`config.mk`:
```
export PLATFORM = sky130hd
export DESIGN_NAME = hazard_ctrl_flat
export DESIGN_NICKNAME = d
export VERILOG_FILES = /design/src/rtl/hazard_pkg.sv /design/src/rtl/hazard_ctrl_if.sv /design/src/rtl/hazard_ctrl_md_seq.sv /design/src/rtl/hazard_ctrl.sv /design/src/flat_wrapper.sv
export SDC_FILE = /design/constraint.sdc
export NUM_CORES = 1
export LEC_CHECK = 0
export ABC_AREA = 1
export CORE_AREA = 2 2 67 69
export CTS_CLUSTER_SIZE = 25
export DETAILED_ROUTE_END_ITERATION = 6
export DIE_AREA = 0 0 69 71
export HOLD_SLACK_MARGIN = 0.1
export PLACE_DENSITY = 0.92
export SLEW_MARGIN = 10
export SYNTH_ARGS = -nofsm -noshare
export SYNTH_HDL_FRONTEND = slang
export SYNTH_SLANG_ARGS = --single-unit
```
`constraint.sdc`:
```
create_clock -name clk -period 3.6 [get_ports clk]
set_input_delay 0.72 -clock clk [delete_from_list [all_inputs] [get_ports clk]]
set_output_delay 0.72 -clock clk [all_outputs]
set_load 0.01 [all_outputs]
```
`src/rtl/hazard_pkg.sv`:
```
// Shared types and helpers for the RV32 pipeline hazard controller.
// Optional build macro: HAZARD_PERF_EN (enables the stall/flush perf counters).
package hazard_pkg;

    localparam int         REG_AW = 5;
    localparam logic [4:0] REG_X0 = 5'd0;

    typedef enum logic [1:0] {
        FWD_RF = 2'b00,
        FWD_W  = 2'b01,
        FWD_M  = 2'b10
    } fwd_sel_e;

    typedef enum logic {
        MD_IDLE = 1'b0,
        MD_BUSY = 1'b1
    } md_state_e;

    // M-stage producer has priority over W; x0 is hard-wired zero and never forwarded.
    function automatic fwd_sel_e fwd_sel(input logic [REG_AW-1:0] rs,
                                         input logic [REG_AW-1:0] rd_m,
                                         input logic              we_m,
                                         input logic [REG_AW-1:0] rd_w,
                                         input logic              we_w);
        if (we_m && (rd_m != REG_X0) && (rd_m == rs))      return FWD_M;
        else if (we_w && (rd_w != REG_X0) && (rd_w == rs)) return FWD_W;
        else                                               return FWD_RF;
    endfunction

endpackage

```
`src/rtl/hazard_ctrl_if.sv`:
```
// Pipeline-side bundle of the hazard controller: decoded indices/controls in, enables/selects out.
// Optional build macro: HAZARD_PERF_EN (perf counter ports carry live counts when defined).
interface hazard_if #(parameter int REG_AW = 5);
    logic [REG_AW-1:0] Rs1D, Rs2D, Rs1E, Rs2E;
    logic [REG_AW-1:0] RdE, RdM, RdW;
    logic              RegWriteM, RegWriteW;
    logic              LoadE, PCSrcE, MdOpE, MdDone;
    logic [1:0]        ForwardAE, ForwardBE;
    logic              StallF, StallD, StallE;
    logic              FlushD, FlushE, FlushM;
    logic              MdStart, MdTimeout;
    logic [31:0]       PerfStallCnt, PerfFlushCnt;

    modport master (
        output Rs1D, Rs2D, Rs1E, Rs2E, RdE, RdM, RdW,
               RegWriteM, RegWriteW, LoadE, PCSrcE, MdOpE, MdDone,
        input  ForwardAE, ForwardBE, StallF, StallD, StallE,
               FlushD, FlushE, FlushM, MdStart, MdTimeout,
               PerfStallCnt, PerfFlushCnt
    );

    modport slave (
        input  Rs1D, Rs2D, Rs1E, Rs2E, RdE, RdM, RdW,
               RegWriteM, RegWriteW, LoadE, PCSrcE, MdOpE, MdDone,
        output ForwardAE, ForwardBE, StallF, StallD, StallE,
               FlushD, FlushE, FlushM, MdStart, MdTimeout,
               PerfStallCnt, PerfFlushCnt
    );
endinterface

```
`src/rtl/hazard_ctrl_md_seq.sv`:
```
// Multi-cycle mul/div sequencer: start pulse, E-hold stall and a sticky watchdog timeout.
// Optional build macro: HAZARD_PERF_EN (not used in this file).
module md_seq
    import hazard_pkg::*;
#(
    parameter int MD_MAX_CYCLES = 34
) (
    input  logic clk,
    input  logic reset,
    input  logic MdOpE,
    input  logic MdDone,
    output logic MdStart,
    output logic mdStall,
    output logic MdTimeout
);
    localparam int         CW     = $clog2(MD_MAX_CYCLES + 1);
    localparam logic [0:0] S_IDLE = MD_IDLE;
    localparam logic [0:0] S_BUSY = MD_BUSY;

    logic [0:0]    state_q, state_d;
    logic [CW-1:0] cnt_q, cnt_d;
    logic          timeout_q, timeout_d;
    logic          start, stall;

    always_comb begin
        // NOTE: every variable gets a default up front so no path infers a latch.
        state_d   = state_q;
        cnt_d     = cnt_q;
        timeout_d = timeout_q;
        start     = 1'b0;
        stall     = 1'b0;
        case (state_q)
            S_IDLE: begin
                if (MdOpE) begin
                    start   = 1'b1;
                    stall   = 1'b1;
                    state_d = S_BUSY;
                    cnt_d   = '0;
                end
            end
            S_BUSY: begin
                if (MdDone) begin
                    state_d = S_IDLE;
                end else if (cnt_q == CW'(MD_MAX_CYCLES - 1)) begin
                    timeout_d = 1'b1;
                    state_d   = S_IDLE;
                end else begin
                    stall = 1'b1;
                    cnt_d = cnt_q + CW'(1);
                end
            end
            default: state_d = S_IDLE;
        endcase
    end

    // NOTE: state flops use non-blocking assignments so all registers update together at the edge.
    always_ff @(posedge clk or posedge reset) begin
        if (reset) begin
            state_q   <= S_IDLE;
            cnt_q     <= '0;
            timeout_q <= 1'b0;
        end else begin
            state_q   <= state_d;
            cnt_q     <= cnt_d;
            timeout_q <= timeout_d;
        end
    end

    // While reset is held no new launch may leak out even if MdOpE is still high.
    assign MdStart   = start & ~reset;
    assign mdStall   = stall & ~reset;
    assign MdTimeout = timeout_q;

endmodule

```
`src/rtl/hazard_ctrl.sv`:
```
// Hazard controller top: forwarding, load-use stall, branch flush, M-unit stall and perf counters.
// Optional build macro: HAZARD_PERF_EN (saturating stall/flush counters; tied to zero otherwise).
module hazard_ctrl
    import hazard_pkg::*;
#(
    parameter int MD_MAX_CYCLES = 34
) (
    input  logic     clk,
    input  logic     reset,
    hazard_if.slave  hz
);
    logic lw_stall, md_stall, flush_ctrl;

    assign hz.ForwardAE = fwd_sel(hz.Rs1E, hz.RdM, hz.RegWriteM, hz.RdW, hz.RegWriteW);
    assign hz.ForwardBE = fwd_sel(hz.Rs2E, hz.RdM, hz.RegWriteM, hz.RdW, hz.RegWriteW);

    assign lw_stall   = hz.LoadE && (hz.RdE != REG_X0) &&
                        ((hz.RdE == hz.Rs1D) || (hz.RdE == hz.Rs2D));
    assign flush_ctrl = hz.PCSrcE;

    md_seq #(.MD_MAX_CYCLES(MD_MAX_CYCLES)) u_md_seq (
        .clk       (clk),
        .reset     (reset),
        .MdOpE     (hz.MdOpE),
        .MdDone    (hz.MdDone),
        .MdStart   (hz.MdStart),
        .mdStall   (md_stall),
        .MdTimeout (hz.MdTimeout)
    );

    // A taken branch kills the load-use bubble; an M-unit hold freezes E, so its load-use flush is suppressed.
    assign hz.StallF = md_stall | (lw_stall & ~flush_ctrl);
    assign hz.StallD = md_stall | (lw_stall & ~flush_ctrl);
    assign hz.StallE = md_stall;
    assign hz.FlushD = flush_ctrl;
    assign hz.FlushE = flush_ctrl | (lw_stall & ~md_stall);
    assign hz.FlushM = md_stall;

`ifdef HAZARD_PERF_EN
    logic [31:0] stall_cnt_q, stall_cnt_d;
    logic [31:0] flush_cnt_q, flush_cnt_d;

    always_comb begin
        stall_cnt_d = stall_cnt_q;
        flush_cnt_d = flush_cnt_q;
        if (hz.StallF && (stall_cnt_q != 32'hFFFF_FFFF))
            stall_cnt_d = stall_cnt_q + 32'd1;
        if ((hz.FlushD | hz.FlushE | hz.FlushM) && (flush_cnt_q != 32'hFFFF_FFFF))
            flush_cnt_d = flush_cnt_q + 32'd1;
    end

    always_ff @(posedge clk or posedge reset) begin
        if (reset) begin
            stall_cnt_q <= '0;
            flush_cnt_q <= '0;
        end else begin
            stall_cnt_q <= stall_cnt_d;
            flush_cnt_q <= flush_cnt_d;
        end
    end

    assign hz.PerfStallCnt = stall_cnt_q;
    assign hz.PerfFlushCnt = flush_cnt_q;
`else
    assign hz.PerfStallCnt = 32'h0;
    assign hz.PerfFlushCnt = 32'h0;
`endif

endmodule

```
`src/flat_wrapper.sv`:
```
// flat-port wrapper written by rule: the top's interface ports become plain ports
module hazard_ctrl_flat import hazard_pkg::*;
#(
    parameter int MD_MAX_CYCLES = 34
)
  (clk, reset, hz_Rs1D, hz_Rs2D, hz_Rs1E, hz_Rs2E, hz_RdE, hz_RdM, hz_RdW, hz_RegWriteM, hz_RegWriteW, hz_LoadE, hz_PCSrcE, hz_MdOpE, hz_MdDone, hz_ForwardAE, hz_ForwardBE, hz_StallF, hz_StallD, hz_StallE, hz_FlushD, hz_FlushE, hz_FlushM, hz_MdStart, hz_MdTimeout, hz_PerfStallCnt, hz_PerfFlushCnt);
  hazard_if #(.REG_AW(5)) hz_i ();
  input  logic clk;
  input  logic reset;
  input wire logic [$bits(hz_i.Rs1D)-1:0] hz_Rs1D;
  input wire logic [$bits(hz_i.Rs2D)-1:0] hz_Rs2D;
  input wire logic [$bits(hz_i.Rs1E)-1:0] hz_Rs1E;
  input wire logic [$bits(hz_i.Rs2E)-1:0] hz_Rs2E;
  input wire logic [$bits(hz_i.RdE)-1:0] hz_RdE;
  input wire logic [$bits(hz_i.RdM)-1:0] hz_RdM;
  input wire logic [$bits(hz_i.RdW)-1:0] hz_RdW;
  input wire logic [$bits(hz_i.RegWriteM)-1:0] hz_RegWriteM;
  input wire logic [$bits(hz_i.RegWriteW)-1:0] hz_RegWriteW;
  input wire logic [$bits(hz_i.LoadE)-1:0] hz_LoadE;
  input wire logic [$bits(hz_i.PCSrcE)-1:0] hz_PCSrcE;
  input wire logic [$bits(hz_i.MdOpE)-1:0] hz_MdOpE;
  input wire logic [$bits(hz_i.MdDone)-1:0] hz_MdDone;
  output wire logic [$bits(hz_i.ForwardAE)-1:0] hz_ForwardAE;
  output wire logic [$bits(hz_i.ForwardBE)-1:0] hz_ForwardBE;
  output wire logic [$bits(hz_i.StallF)-1:0] hz_StallF;
  output wire logic [$bits(hz_i.StallD)-1:0] hz_StallD;
  output wire logic [$bits(hz_i.StallE)-1:0] hz_StallE;
  output wire logic [$bits(hz_i.FlushD)-1:0] hz_FlushD;
  output wire logic [$bits(hz_i.FlushE)-1:0] hz_FlushE;
  output wire logic [$bits(hz_i.FlushM)-1:0] hz_FlushM;
  output wire logic [$bits(hz_i.MdStart)-1:0] hz_MdStart;
  output wire logic [$bits(hz_i.MdTimeout)-1:0] hz_MdTimeout;
  output wire logic [$bits(hz_i.PerfStallCnt)-1:0] hz_PerfStallCnt;
  output wire logic [$bits(hz_i.PerfFlushCnt)-1:0] hz_PerfFlushCnt;
  assign hz_i.Rs1D = hz_Rs1D;
  assign hz_i.Rs2D = hz_Rs2D;
  assign hz_i.Rs1E = hz_Rs1E;
  assign hz_i.Rs2E = hz_Rs2E;
  assign hz_i.RdE = hz_RdE;
  assign hz_i.RdM = hz_RdM;
  assign hz_i.RdW = hz_RdW;
  assign hz_i.RegWriteM = hz_RegWriteM;
  assign hz_i.RegWriteW = hz_RegWriteW;
  assign hz_i.LoadE = hz_LoadE;
  assign hz_i.PCSrcE = hz_PCSrcE;
  assign hz_i.MdOpE = hz_MdOpE;
  assign hz_i.MdDone = hz_MdDone;
  assign hz_ForwardAE = hz_i.ForwardAE;
  assign hz_ForwardBE = hz_i.ForwardBE;
  assign hz_StallF = hz_i.StallF;
  assign hz_StallD = hz_i.StallD;
  assign hz_StallE = hz_i.StallE;
  assign hz_FlushD = hz_i.FlushD;
  assign hz_FlushE = hz_i.FlushE;
  assign hz_FlushM = hz_i.FlushM;
  assign hz_MdStart = hz_i.MdStart;
  assign hz_MdTimeout = hz_i.MdTimeout;
  assign hz_PerfStallCnt = hz_i.PerfStallCnt;
  assign hz_PerfFlushCnt = hz_i.PerfFlushCnt;
  hazard_ctrl #(.MD_MAX_CYCLES(MD_MAX_CYCLES)) u_core (.clk(clk), .reset(reset), .hz(hz_i));
endmodule
```
==> Word-level counts from Yosys, hierarchy flattened <==
Index checks and enable logic that the tools add are counted.
{ "classes": {"bitwise_logic": 11, "mux": 13, "eq_ne": 10, "add_sub_neg": 1, "n_reduce_logical": 14} }
{ "op_table": {"columns": ["cell", "n"], "rows": [
  ["$eq 5x5->1", 6],
  ["$mux 6", 3],
  ["$reduce_bool 5->1", 3],
  ["$pmux 6 s2", 1],
  ["$logic_and 1x1->1", 8],
  ["$add 6x1->6 const B", 1],
  ["$eq 6x6->1 const B", 1],
  ["$mux 1", 6],
  ["$ne 2x2->1 const B", 3],
  ["$reduce_and 3->1", 2],
  ["$not 1->1", 5],
  ["$and 1x1->1", 4],
  ["$mux 2", 2],
  ["$or 1x1->1", 2],
  ["$pmux 1 s2", 1],
  ["$logic_or 1x1->1", 1]
]} }
{ "word_totals": {"in_bits": 43, "word_cells": 52, "register_bits": 8, "output_inout_bits": 76} }

==> Depth between registers and ports, before layout <==
Gate-level depths: netlist of run 1.
{ "logic_depth": {"depth_word": 8, "depth_mapped": 9, "mapped_depth_nobuf": 8} }

==> Modules after synthesis <==
A second synthesis of run 1 with hierarchy kept.
{ "unflattened": {"hier_cells": 223, "hier_area_um2": 1475.2} }
{ "by_module_without_submodules": {"columns": ["mod", "seq_area_each_um2", "area_per_inst_um2", "cells_each", "instances"], "rows": [
  ["hazard_ctrl", 0.0, 1018.5, 165, 1],
  ["md_seq", 200.2, 456.7, 58, 1]
]} }

==> Least setup slack after synthesis of run 1 <==
No wires, ideal clock.
{ "synth_timing": {"kind": "in2out", "start": "input port hz_RdM[1]", "end": "output port hz_ForwardAE[0]", "t_required_ns": 2.880, "n_path_buf": 0, "setup_slack_ns": 1.462, "stages": 4, "arrival_ns": 1.418, "cell_sequence": "xnor2_1 -> nand2_1 -> nor3_1 -> nor2_1"} }
{ "synth_via": {"elab_chain_cells": 4, "elab_cells_between_ends": 5, "classes_between": "eq/ne (1); mux (1); reduce/logical (3)"} }
{ "synth_rtl": {"columns": ["item", "line", "source"], "rows": [
  ["start, declared", "flat_wrapper.sv:15", "input wire logic [$bits(hz_i.RdM)-1:0] hz_RdM;"],
  ["$reduce_bool 5->1", "hazard_pkg.sv:25", "if (we_m && (rd_m != REG_X0) && (rd_m == rs)) return FWD_M;"],
  ["$logic_and 1x1->1", "hazard_pkg.sv:25", null],
  ["$logic_and 1x1->1 *", "hazard_pkg.sv:25", null],
  ["$mux 2 *", "hazard_pkg.sv:25", null],
  ["end, declared", "flat_wrapper.sv:23", "output wire logic [$bits(hz_i.ForwardAE)-1:0] hz_ForwardAE;"]
]} }
Mark *: on every way between the ends. The rest lies on a longest branch, timed or not.

==> Worst setup path after layout of run 1 <==
{ "layout_timing": {"start": "input port hz_RdE[1]", "end": "output port hz_StallD"} }
{ "layout_via": {"elab_chain_cells": 5, "elab_cells_between_ends": 8, "classes_between": "eq/ne (2); bitwise (2); reduce/logical (4)"} }
{ "layout_rtl": {"columns": ["item", "line", "source"], "rows": [
  ["start, declared", "flat_wrapper.sv:14", "input wire logic [$bits(hz_i.RdE)-1:0] hz_RdE;"],
  ["$eq 5x5->1 or $reduce_bool 5->1 (tied branches)", "hazard_ctrl.sv:18, hazard_ctrl.sv:17", null],
  ["$logic_or 1x1->1 or $logic_and 1x1->1 (tied branches)", "hazard_ctrl.sv:18, hazard_ctrl.sv:17", null],
  ["$logic_and 1x1->1 *", "hazard_ctrl.sv:17", "assign lw_stall = hz.LoadE && (hz.RdE != REG_X0) &&"],
  ["$and 1x1->1 *", "hazard_ctrl.sv:33", "assign hz.StallD = md_stall | (lw_stall & ~flush_ctrl);"],
  ["$or 1x1->1 *", "hazard_ctrl.sv:33", null],
  ["end, declared", "flat_wrapper.sv:26", "output wire logic [$bits(hz_i.StallD)-1:0] hz_StallD;"]
]} }
Marked as above.

==> results of run 1 <==
## flip-flops by register name (all words and copies together), names as in the netlist
| register | cells |
|---|---|
| u_core.u_md_seq.MdTimeout | 1 |
| u_core.u_md_seq.state_q | 1 |
| u_core.u_md_seq.cnt_q | 6 |
## worst max-delay path, stage by stage
cell and delay (ps):
clkdlybuf4s50_1 510, inv_1 90, nand2_1 60, nand2_1 40, nor2_1 100, nand3_1 70, nand2_1 110, nand3_1 80
nand2_1 80, clkdlybuf4s50_1 540
## cells in the final DEF, fill, tap and decap left out, types with 2 or more instances in the layout
master and instances:
o31ai_1 2, dfrtp_1 8, conb_1 64, nor3_1 4
o21ai_1 2, clkdlybuf4s50_1 54, xnor2_1 15, ha_1 2
nand2_1 38, clkbuf_8 3, nor2_1 21, nand3_1 10
inv_1 25, xor2_1 7, o21ai_0 3, nand2_4 3
## through the flow
step | setup slack [ps] | cells | power, W | utilization [%] | area, sq um
finish | 477 | 322 | 0.000423 | 43.6 | 1830
detailed placement | 476 | 319 | 0.000315 | 42.6 | 1790
CTS | 477 | 322 | 0.000425 | 43.6 | 1830
global route | 334 | 322 | 0.000458 | 43.6 | 1830
floorplan | 1460 | 280 | 0.000281 | - | 1690
global placement | 531 | 319 | 0.000308 | 42.6 | 1790
## layout make-up
type                            instances  area share (%)
Multi-Input combinational cell        179            48.5
Clock buffer                            3            2.25
Tap cell                               52            3.55
Sequential cell                         8            10.9
Inverter                               26            5.32
Timing Repair Buffer                   54            29.5
## kinds of logic (layout without fill, tap and decap cells)
| kind of cell | count (synthesis) | in the layout |
|---|---|---|
| xor gates and xnor gates | 22 | 22 |
| buffers and inverters | 93 | 83 |
| adders and majority gates | 2 | 2 |
| DFF | 8 | 8 |
| other | 1 | 64 |
| AOI/OAI and AO/OA | 9 | 9 |
| and+or+nand+nor | 82 | 82 |
## layer usage
| metal | share of wire (%) | vias up | routed length, microns | global-route usage, % |
|---|---|---|---|---|
| met2 | 54 | 60 | 1600 | 21.7 |
| li1 | - | 635 | - | - |
| met5 | 0 | - | 0 | 0 |
| met1 | 35 | 546 | 1030 | 13.3 |
| met4 | 3.2 | 0 | 94 | 4.79 |
| met3 | 7.4 | 9 | 217 | 2.28 |
## how the worst max path moves through the flow
| stage | cells after the start | slack [ps] | endpoint |
|---|---|---|---|
| final | 10 | 480 | hz_StallD |
| after global placement | 10 | 530 | hz_StallD |
| after CTS | 10 | 480 | hz_StallD |
| after detailed placement | 10 | 480 | hz_StallD |
| after global routing | 10 | 330 | hz_StallD |
| after floorplan | 4 | 1460 | hz_ForwardAE[0] |
## power groups by stage
| stage | clock (W) | combinational, W | sequential, W |
|---|---|---|---|
| 3_3_place_gp | 0 | 0.000194 | 0.000114 |
| 3_5_place_dp | 0 | 0.000200 | 0.000115 |
| 2_1_floorplan | 0 | 0.000169 | 0.000112 |
| 4_1_cts | 0.000111 | 0.000200 | 0.000114 |
| 6_report | 0.000109 | 0.000200 | 0.000114 |
| 5_1_grt | 0.000117 | 0.000225 | 0.000116 |
==> metrics, run 1 <==
Setup CP Type primary input to output pin; Root Driver clkbuf_8; fmax 320 MHz; Synth Cell Area 1450 sq um; first-pass GRT wire length 4820 microns; sequential area share after synthesis 13.8%; Synth Area in Compound Gates 3.79%; Crit. End Element output pin; syn avg cell area 6.69 sq um; area grow syn2layout 26.2%; Post-synth EDFFs 0; origin of the critical flop-to-flop path u_core.u_md_seq.cnt_q[1]$_DFFE_PP0P_; grt ovf 0; row count 24; Ys Warns 0; Final Hold Viols 0; die width 69 microns; largest cells by area after synthesis buf_4 35%, dfrtp_1 14%, nand2_1 9.8%; most frequent cell after synthesis buf_4; Die Span Y 71 microns; Critical path origin hz_RdE[1]; final setup fails 0; IO Port Bufs 54; WHS 469 ps; Yosys reg bits 8; Initial DRT Pass Iterations 5; die area 4900 sq um; share of cells above drive strength 1 4.07%; Internal 0.000267 W; min-delay src u_core.u_md_seq.MdTimeout$_DFFE_PP0P_; vias per cell 3.88; Fill cells 424; Multi-input gate area 888 sq um; switching part of the total power 36.8%; Worst Hold Endpoint u_core.u_md_seq.MdTimeout$_DFFE_PP0P_; ANT nets after route 0; Reg area 200 sq um; mux cell area share after synthesis 0%; Post-Synth Adder-Cell Area 1.72%; CP required 2880 ps; CTS tree built; Worst Path Max Fanout 3; total track usage 11.8%; # clock sinks 8; Pleak 0.969 nW; Hold Buf Count CTS 0; Post-Synthesis Cells 217; top post-synthesis cells by count 67 x buf_4, 38 x nand2_1, 25 x inv_1, 21 x nor2_1, 15 x xnor2_1; WL final 2950 microns; final count of pins violating max slew 0; core area 4200 sq um; Post-Synth Simple-Gate Area 25.8%; Initial Util 34.6%; outcome completed; fin crit share 86.8%; combinational share of power 47.4%; 1st-iter DRT viols 37; R2R cell count 8; Synth cell types 24; RePlAce Congestion 0.871; DRC 0; clock-pin slew on the worst setup and hold paths 40 ps; Async SR Flop Fraction 100%; post-route setup TNS 0 ps; Max VDD drop 0.0000681 V; Tmin final 3120 ps; hpwl dp 2670 microns; clock network power share 25.7%; P per Cell Area 231 nW/um^2; clk_lat worst skew 230 ps; type of origin of the critical path primary input; sequential group share of total power 26.9%; largest family of logic cells by synthesized area buffers and inverters; number of gates resized after cts 0; Most used DFF post-synth dfrtp_1; wire per inst 9.15 microns; deepest clock path buffer count 2; CTS Buf Count 3; via count of the routed design 1,250; largest net degree at the start of global routing 10; Yosys top cell area share 34.6%; vias in the first global route 1,124; Worst Hold Class flip-flop to flip-flop; Yosys top cell by area buf_4; critical path arrival 2400 ps; RSZ-0062 raised after global routing false; initial antenna violation count 0; n_diodes 0; R2R Path End u_core.u_md_seq.cnt_q[2]$_DFFE_PP0P_; Setup Buffers After CTS 0; # IOs 119; Synth Area in XOR/XNOR 13.3%; hold depth 2; Post-layout nets 317; Sw Pwr 0.000156 W; FF-to-FF setup slack 2330 ps; clock skew after layout 1.67 ps; H-tree depth 1; number of max-cap violations 0
No activity file was read; power rests on OpenSTA's default activity.
==> inputs of run 2 (changes only) <==
CORE_AREA = 2 2 68 70   (was 2 2 67 69)
DIE_AREA = 0 0 70 72   (was 0 0 69 71)
PLACE_DENSITY = 0.9   (was 0.92)
SYNTH_HIERARCHICAL = 1   (was default)
==> run 2 against run 1 <==
Net effect:
- first-iteration DRC count increased by 22%
- die area increased by 2.9%
- register-to-register slack improved by 20 ps
- clock skew increased by 1.3 ps
- maximum frequency grew 1.4%
- critical path depth unchanged
==> metrics, run 2 <==
Critical path origin hz_RdE[4] (was hz_RdE[1]); post-route setup TNS 0 ps (unchanged); Root Driver clkbuf_8 (unchanged); first-pass GRT wire length 4670 microns (was 4820 microns); fin crit share 85.6% (was 86.8%); CP required 2880 ps (about the same); commonest non-fill, non-tap cell in the layout conb_1 (unchanged); initial antenna violation count 0 (unchanged); Crit. End Element output pin (unchanged); total track usage 11.4% (was 11.8%); Post-Synthesis Cells 223 (was 217); largest net degree at the start of global routing 11 (was 10); Synth cell types 23 (was 24); final count of pins violating max slew 0 (unchanged); clk_lat worst skew 220 ps (was 230 ps); wire per inst 8.81 microns (was 9.15 microns); share of cells above drive strength 1 4.71% (was 4.07%); CTS Buf Count 3 (unchanged); area grow syn2layout 25.5% (was 26.2%); core area 4260 sq um (was 4200 sq um); final std cells w/o fill 328 (was 322); placed cells 325 (was 319); n_diodes 0 (unchanged); WHS 478 ps (was 469 ps); Yosys top cell area share 34.1% (was 34.6%); top post-synthesis cells by count 67 x buf_4, 43 x nand2_1, 22 x inv_1, 20 x nor2_1, 13 x xnor2_1 (was 67 x buf_4, 38 x nand2_1, 25 x inv_1, 21 x nor2_1, 15 x xnor2_1); die width 70 microns (was 69 microns); IO Port Bufs 54 (unchanged); Tmin final 3080 ps (was 3120 ps); Yosys reg bits 8 (unchanged); Pleak 0.939 nW (was 0.969 nW); Worst Path Max Fanout 4 (was 3); type of origin of the critical path primary input (unchanged); Post-Synth Adder-Cell Area 1.70% (was 1.72%); GR Layer Usage met3 1.53% (was 2.28%); R2R cell count 7 (was 8); M2 GR Usage 23.2% (was 21.7%); WL final 2890 microns (was 2950 microns); RSZ-0062 raised after global routing false (unchanged); Yosys top cell by area buf_4 (unchanged); syn avg cell area 6.62 sq um (was 6.69 sq um); P per Cell Area 226 nW/um^2 (was 231 nW/um^2); grt ovf 0 (unchanged); global routing usage on met1 11.8% (was 13.3%); most frequent cell after synthesis buf_4 (unchanged); H-tree depth 1 (unchanged); clock-pin slew on the worst setup and hold paths 40 ps (about the same); hpwl dp 2610 microns (was 2670 microns); Setup CP Type primary input to output pin (unchanged); Max VDD drop 0.0000891 V (was 0.0000681 V); Initial DRT Pass Iterations 4 (was 5); Post-layout nets 323 (was 317); via count of the routed design 1,265 (was 1,250); Most used DFF post-synth dfrtp_1 (unchanged); Synth Area in Compound Gates 5.17% (was 3.79%); dpl cell area 1810 sq um (was 1790 sq um); critical path arrival 2360 ps (was 2400 ps); Die Span Y 72 microns (was 71 microns); R2R Path End u_core/u_md_seq/cnt_q[2]$_DFFE_PP0P_ (was u_core.u_md_seq.cnt_q[2]$_DFFE_PP0P_); row count 24 (unchanged); Setup Buffers After CTS 0 (unchanged); FF-to-FF setup slack 2350 ps (was 2330 ps); vias in the first global route 1,130 (was 1,124); Async SR Flop Fraction 100% (unchanged); Final Hold Viols 0 (unchanged); GR peak layer met2 (unchanged); CTS tree built (unchanged); ANT nets after route 0 (unchanged); 1st-iter DRT viols 45 (was 37); fmax 325 MHz (was 320 MHz); Synth Cell Area 1480 sq um (was 1450 sq um); Ys Warns 6 (was 0); Final Power 0.000419 W (was 0.000423 W); Largest Register u_core/u_md_seq/cnt_q (was u_core.u_md_seq.cnt_q); sequential area share after synthesis 13.6% (was 13.8%); RePlAce Congestion 0.748 (was 0.871); Post-synth EDFFs 0 (unchanged); number of max-cap violations 0 (unchanged); number of gates resized after cts 0 (unchanged); Synth Area in XOR/XNOR 13.7% (was 13.3%); Hold Buf Count CTS 0 (unchanged); deepest clock path buffer count 2 (unchanged); mux cell area share after synthesis 0% (unchanged); final instance area 1850 sq um (was 1830 sq um); Worst Hold Class flip-flop to flip-flop (unchanged); # IOs 119 (unchanged); crit path capture hz_StallF (was hz_StallD); max reg flops 6 (unchanged); clock skew after layout 3.00 ps (was 1.67 ps); largest cells by area after synthesis buf_4 34%, dfrtp_1 14%, nand2_1 11% (was buf_4 35%, dfrtp_1 14%, nand2_1 9.8%); vias per cell 3.86 (was 3.88); final setup fails 0 (unchanged); DRC 0 (unchanged); origin of the critical flop-to-flop path u_core/u_md_seq/cnt_q[1]$_DFFE_PP0P_ (was u_core.u_md_seq.cnt_q[1]$_DFFE_PP0P_); # clock sinks 8 (unchanged); Initial Util 34.6% (about the same); outcome completed (unchanged); Post-Synth Simple-Gate Area 24.7% (was 25.8%); largest family of logic cells by synthesized area buffers and inverters (unchanged); most frequent cells in the layout 64 x conb_1, 54 x clkdlybuf4s50_1, 43 x nand2_1 (was 64 x conb_1, 54 x clkdlybuf4s50_1, 38 x nand2_1); die area 5040 sq um (was 4900 sq um)
-- run 2: worst max-delay path: stages --
cell and delay, ps:
clkdlybuf4s50_1 530, inv_2 50, nand2_1 50, nand2_1 40, nor2_1 110, nand3_1 80
nand2_1 80, nand3_1 60, nand2_1 80, clkdlybuf4s50_1 550
-- run 2: worst min-delay path by stage --
stage	from	to	slack (ps)	cells past startpoint
2_1_floorplan	u_core/u_md_seq/cnt_q[5]$_DFFE_PP0P_	u_core/u_md_seq/cnt_q[5]$_DFFE_PP0P_	490	2
3_3_place_gp	u_core/u_md_seq/MdTimeout$_DFFE_PP0P_	u_core/u_md_seq/MdTimeout$_DFFE_PP0P_	450	2
3_5_place_dp	u_core/u_md_seq/MdTimeout$_DFFE_PP0P_	u_core/u_md_seq/MdTimeout$_DFFE_PP0P_	480	2
4_1_cts	u_core/u_md_seq/MdTimeout$_DFFE_PP0P_	u_core/u_md_seq/MdTimeout$_DFFE_PP0P_	490	2
5_1_grt	u_core/u_md_seq/MdTimeout$_DFFE_PP0P_	u_core/u_md_seq/MdTimeout$_DFFE_PP0P_	540	2
6_report	u_core/u_md_seq/MdTimeout$_DFFE_PP0P_	u_core/u_md_seq/MdTimeout$_DFFE_PP0P_	480	2
-- run 2: report_power, final --
group / internal [W] / total [W] / switching [W]
Clock: 0.0000722 / 0.000105 / 0.0000326
Sequential: 0.000101 / 0.000117 / 0.0000158
Combinational: 0.0000922 / 0.000197 / 0.000105
-- run 2: stage by stage --
step | setup WS [ps] | util, %
2_1_floorplan | 1250 | -
5_1_grt | 352 | 43.4
4_1_cts | 498 | 43.4
6_report | 519 | 43.4
3_5_place_dp | 499 | 42.5
3_3_place_gp | 534 | 42.5
-- run 2: cell type report --
| class | count | area [sq um] |
|---|---|---|
| clock buffer | 3 | 41.3 |
| fill | 461 | 2410 |
| inverter | 24 | 90.1 |
| multi-input combinational | 186 | 907 |
| sequential | 8 | 200 |
| tap | 52 | 65.1 |
| timing repair buffer | 55 | 548 |
-- run 2: logic make-up after synthesis --
| kind of cell | Yosys count |
|---|---|
| buf+inv | 92 |
| flops | 8 |
| fa+ha+maj | 2 |
| simple gates | 85 |
| compound gates | 12 |
| xor+xnor | 23 |
| other cells | 1 |
-- run 2: layer usage --
metal | routed length [microns] | vias up
met4 | 0 | 0
met2 | 1600 | 76
met5 | 0 | -
met3 | 257 | 0
li1 | - | 658
met1 | 1040 | 531
